### config.mk
export PLATFORM = sky130hd
export DESIGN_NAME = mem_arbiter
export DESIGN_NICKNAME = d
export VERILOG_FILES = /design/src/rtl/mem_arbiter.sv
export SDC_FILE = /design/constraint.sdc
export NUM_CORES = 1
export LEC_CHECK = 0
export BUFFER_PORTS_ARGS = -buffer_cell sky130_fd_sc_hd__buf_2
export CAP_MARGIN = 20
export CORE_AREA = 2 2 178 180
export DETAILED_ROUTE_END_ITERATION = 10
export DIE_AREA = 0 0 180 182
export PLACE_DENSITY = 0.53
export SLEW_MARGIN = 10
export SYNTH_ARGS = -nofsm -noshare
export SYNTH_HDL_FRONTEND = slang
export SYNTH_SLANG_ARGS = --single-unit
### constraint.sdc
create_clock -name clk -period 3.2 [get_ports clk]
set_input_delay 0 -clock clk [delete_from_list [all_inputs] [get_ports clk]]
set_output_delay 0 -clock clk [all_outputs]
set_load 0.1 [all_outputs]
### src/rtl/mem_arbiter.sv
// mem_arbiter: arbitrates Icache fills and Dcache fills/write-backs onto one memory port.
// Rev 1.0. Optional macro ARB_RR_EN enables last-served IC/DC fairness instead of fixed priority.
`default_nettype none

module mem_arbiter #(
  parameter int REG_SIZE = 32,
  parameter int WIDTH    = 64
) (
  input  logic                clk,
  input  logic                reset,
  input  logic                ic_read_req,
  input  logic [REG_SIZE-1:0] ic_read_addr,
  output logic                ic_read_ack,
  output logic [WIDTH-1:0]    ic_read_data,
  input  logic                dc_read_req,
  input  logic [REG_SIZE-1:0] dc_read_addr,
  output logic                dc_read_ack,
  output logic [WIDTH-1:0]    dc_read_data,
  input  logic                dc_write_req,
  input  logic [REG_SIZE-1:0] dc_write_addr,
  input  logic [WIDTH-1:0]    dc_write_data,
  output logic                dc_write_ack,
  output logic                mem_enable,
  output logic                mem_rw,
  input  logic                mem_ack,
  output logic [REG_SIZE-1:0] mem_addr,
  input  logic [WIDTH-1:0]    mem_data_in,
  output logic [WIDTH-1:0]    mem_data_out
);

  typedef enum logic [1:0] {IDLE = 2'd0, BUSY = 2'd1, RESP = 2'd2} state_t;
  typedef enum logic [1:0] {GNT_IC = 2'd0, GNT_DR = 2'd1, GNT_DW = 2'd2} grant_t;

  state_t state;
  grant_t grant;
  grant_t pick;

`ifdef ARB_RR_EN
  logic last_ic;

  // DC wins unless IC is also waiting and DC was the side served last.
  always_comb begin
    pick = GNT_IC;
    if ((dc_write_req || dc_read_req) && (!ic_read_req || last_ic))
      pick = dc_write_req ? GNT_DW : GNT_DR;
  end
`else
  always_comb begin
    pick = GNT_IC;
    if (dc_write_req || dc_read_req)
      pick = dc_write_req ? GNT_DW : GNT_DR;
  end
`endif

  always_ff @(posedge clk) begin
    if (reset) begin
      state        <= IDLE;
      grant        <= GNT_IC;
      ic_read_ack  <= 1'b0;
      dc_read_ack  <= 1'b0;
      dc_write_ack <= 1'b0;
      mem_enable   <= 1'b0;
      mem_rw       <= 1'b0;
      mem_addr     <= '0;
      mem_data_out <= '0;
      ic_read_data <= '0;
      dc_read_data <= '0;
`ifdef ARB_RR_EN
      last_ic      <= 1'b1;
`endif
    end else begin
      ic_read_ack  <= 1'b0;
      dc_read_ack  <= 1'b0;
      dc_write_ack <= 1'b0;
      case (state)
        IDLE: begin
          if (ic_read_req || dc_read_req || dc_write_req) begin
            state      <= BUSY;
            grant      <= pick;
            mem_enable <= 1'b1;
            mem_rw     <= (pick == GNT_DW);
            case (pick)
              GNT_DW: begin
                mem_addr     <= dc_write_addr;
                mem_data_out <= dc_write_data;
              end
              GNT_DR:  mem_addr <= dc_read_addr;
              default: mem_addr <= ic_read_addr;
            endcase
`ifdef ARB_RR_EN
            last_ic <= (pick == GNT_IC);
`endif
          end
        end
        BUSY: begin
          // Ack is registered here so it is high for exactly the RESP cycle.
          if (mem_ack) begin
            state      <= RESP;
            mem_enable <= 1'b0;
            case (grant)
              GNT_DW: dc_write_ack <= 1'b1;
              GNT_DR: begin
                dc_read_ack  <= 1'b1;
                dc_read_data <= mem_data_in;
              end
              default: begin
                ic_read_ack  <= 1'b1;
                ic_read_data <= mem_data_in;
              end
            endcase
          end
        end
        RESP:    state <= IDLE;
        default: state <= IDLE;
      endcase
    end
  end

endmodule

`default_nettype wire

=== Word level (Yosys, flattened, before mapping) ===
Cells that the tools add are included.

* Equality and inequality tests: 7
* Muxes and demuxes: 12
* Bitwise gates (word level): 3
* Reduce and logical (&&, ||, !) cells: 13

{| class="wikitable"
|+ Operator list
! operator !! count
|-
| 32-bit one-hot mux with 2 select lines || 1
|-
| 3-bit AND reduction || 4
|-
| 2-bit 2-to-1 mux || 4
|-
| 2-bit by 1-bit == test with 1-bit output, second input constant || 3
|-
| 1-bit 2-to-1 mux || 5
|-
| 2-bit == test, second input constant || 2
|-
| 2-bit != test, second input constant || 2
|-
| 2-bit one-hot mux with 2 select lines || 1
|-
| 2-bit AND reduction || 2
|-
| 1-bit logical OR || 3
|-
| 1-bit inverter || 3
|-
| 3-bit OR reduction || 1
|-
| 2-bit zero test || 1
|-
| 1-bit one-hot mux with 2 select lines || 1
|-
| 2-bit nonzero test || 1
|-
| 2-bit OR reduction || 1
|}

* Register bits: 233
* Input bits: 230
* Output and inout port bits: 229
* Word-level logic and storage cells: 46

=== Depth between registers and ports, before layout ===
* Depth in word-level cells: 4
* Mapped depth: 7
* Gate-level depth less buffers: 5

=== Least setup slack after synthesis ===
OpenSTA, ideal clock, no wires.

* Path type: reg2reg
* Start: register, netlist name mem_rw
* End: register ic_read_data[0]
* Library setup time: 0.070 ns
* Arrival: 2.062 ns
* Data required time: 3.130 ns
* Setup slack: 1.067 ns
* Cell stages (with the launch flop): 8
* Buffers on the path: 2
* Cell sequence: dfxtp_1 > inv_1 > ha_1 > nand4b_1 > buf_2 > buf_2 > nand2_1 > a21oi_1

{| class="wikitable"
|+ RTL lines
! element !! line !! RTL
|-
| end signal: assignment || 108 || <nowiki>ic_read_data <= mem_data_in;</nowiki>
|-
| end: declaration || 14 || <nowiki>output logic [WIDTH-1:0] ic_read_data,</nowiki>
|}

==> metrics.txt <==
headroom to the max-slew limit 31.77%; metal3 WL 2.167 mm; Worst IR Drop VDD 0.3494 mV; area of the multi-input gates 3516 µm²; Final TNS setup 0 ps; layout cell share with drive strength beyond 1 31.13%; synthesis warning total 0; Reg area 4644 µm²; worst-margin pin slew 1023 ps; crit start category flop; core area 30,990 µm²; multiplexer share of the synthesized area 3.719%; CTS Buf Count 27; Sw Ratio 33.59%; global-route wire length before repair 48.19 mm; DIE AREA 32,760 µm²; post-DP HPWL 21.03 mm; via/cell ratio 4.472; Sink Count 232; Ports 459; Synth Instances 1,049; later-pin clock latency in the skew report 530 ps; die width 180 µm; top layer in use met4; Crit path required time 3640 ps; Via Count 9,316; Seq/Total Area, Yosys 53.92%; Final period util 57.72%; final setup fails 0; Hold Crit Class primary input to flop; Crit. End Element flop; initial core utilization 27.80%; commonest non-fill, non-tap cells in the layout buf_2 (457), nand2_1 (417), dfxtp_1 (232), a21oi_1 (196), dlygate4sd3_1 (193); worst hold path stage count 4; status finished clean; max cap viols 0; wl on met1 12.73 mm; DRC 0; P per Cell Area 593.9 nW/µm²; vias in the first global route 9,097; Hold Vio Cnt, Final 0; Post-Syn Area 8613 µm²; Avg Inst Size Synth 8.211 µm²; flop2flop setup slack 1350 ps; Area Growth Syn to Fin 61.95%; main combinational cell family by area after synthesis simple AND/OR/NAND/NOR gates; initial DRC count 323; final core utilization 45.02%; post-layout min period 1847 ps; Rows 65; Yosys cell types 25; Routed Antenna Nets 0; largest net degree at the start of global routing 69; clk slew on worst S/H paths 60 ps; grt total ovfl 0; worst-case clock buffer depth 3; Clock Skews 12.01 ps; Cell Int Power 5502 µW; routed wl met2 15.69 mm; Critical R2R Capture ic_read_data[19]; complex-gate fraction of the synthesized area 16.81%; hold worst-path end mem_addr[0]; Leakage 0.006399 µW; initial antenna violation count 1; GRT Total Usage 17.94%; arrival time at the worst endpoint 2290 ps; root buffer cell clkbuf_16; total wire length 31.36 mm; Logic pwr share 24.1%; post-synthesis simple-gate area fraction 19.92%; max frequency 541.4 MHz; most common cell after layout, fill and taps aside buf_2; syn_nets 1,281; Worst Setup Path Type flop to flop; Die Ht 182 µm; Filler cells 3,106; final hold slack 24.25 ps; final net count 1,891; H-tree lvl count 1; flops & latches, synth 232; Synth Area in XOR/XNOR 0%; Adder-Cell Fraction of Synth Area 0.2905%; number of port buffers 458; Clock power frac 38.4%; RSZ-0062 raised after global routing false; Worst Reg-to-Reg Cells 6; CTS tree built; routability cong. 0.7773; Reg power frac 37.5%; DRT Pass-1 Iters 4; fin cells 2,083; switching power 2783 µW; DP Cell Count 1,839; origin of the worst min-delay path ic_read_addr[0]; Final Max Tran Viols 0; Crit Reg-Reg Startpoint mem_rw; DR WL/cell 15.06 µm; crit path max fanout 24
cells by family (layout without fill, tap and decap cells):
logic type | after synthesis | in the layout
simple gates | 436 | 436
compound gates | 263 | 263
flops | 232 | 232
buf+inv | 84 | 715
mux | 32 | 32
fa+ha+maj | 2 | 2
other cells | 0 | 1
sequential cells by signal, summed over array words and instances, names as in the netlist:
register and count:
dc_read_ack 1, dc_read_data 64, dc_write_ack 1, grant 1, ic_read_ack 1, ic_read_data 64
mem_addr 32, mem_data_out 64, mem_enable 1, mem_rw 1, state 2
Yosys cell counts (all sizes together):
library cell	count	area (µm²)
nand2	417	1565
dfxtp	232	4644
a21oi	196	980.9
buf	59	366.6
o21ai	34	170.2
a22o	32	280.3
mux2i	32	320.3
clkbuf	23	86.33
nor2	5	18.77
and4b	2	20.02
ha	2	25.02
inv	2	7.510
nand3b	2	15.01
nand4b	2	17.52
nor3	2	32.53
or3b	2	17.52
and2	1	6.260
nand2b	1	6.260
nor3b	1	7.510
o21ba	1	16.27
or2	1	8.760
layout make-up:
cell class	count	area share, %
Multi-Input combinational cell	733	25.20
Inverter	2	0.05382
Clock buffer	40	5.696
Timing Repair Buffer	663	31.15
Sequential cell	232	33.29
Clock inverter	10	0.9777
Antenna cell	1	0.01794
Tap cell	402	3.606
layer usage:
metal,vias to the layer above,global-route usage (%)
li1,4679,-
met1,4240,20.94
met2,344,32.67
met3,53,4.051
met4,0,5.301
met5,-,0
timing repair:
action                    4_1_cts  5_1_grt
setup buffers                   0        0
resized for setup               0        0
hold endpoints to repair      231        0
hold buffers                  193        0
metrics by stage:
stage	total power (µW)	worst slack, ps	cell area, µm²
finish	8284	1353	13950
global route	8630	1169	13950
CTS	8394	1334	13950
floorplan	4568	1067	8613
detailed placement	4961	1362	11080
global placement	4953	1427	11080
power groups by stage:
stage	Combinational [µW]	Clock, µW	Sequential (µW)
finish	1990	3180	3110
detailed placement	1790	0	3170
global placement	1790	0	3170
floorplan	391	0	4180
CTS	2000	3290	3110
global route	2090	3410	3130
critical path: stages, from the launching register on:
cell	delay [ps]
dfxtp_1	370
inv_1	60
ha_1	280
and4b_2	450
buf_4	350
nand2_1	100
a21oi_1	140
worst max path at each step:
| stage | start | end | slack, ps | cells past startpoint |
|---|---|---|---|---|
| floorplan | mem_rw | ic_read_data[0] | 1070 | 7 |
| global placement | mem_rw | ic_read_data[27] | 1430 | 6 |
| detailed placement | mem_rw | ic_read_data[8] | 1360 | 6 |
| CTS | mem_rw | ic_read_data[19] | 1330 | 6 |
| global route | mem_rw | ic_read_data[62] | 1170 | 6 |
| finish | mem_rw | ic_read_data[19] | 1350 | 6 |
No activity file was read; power rests on OpenSTA's default activity.
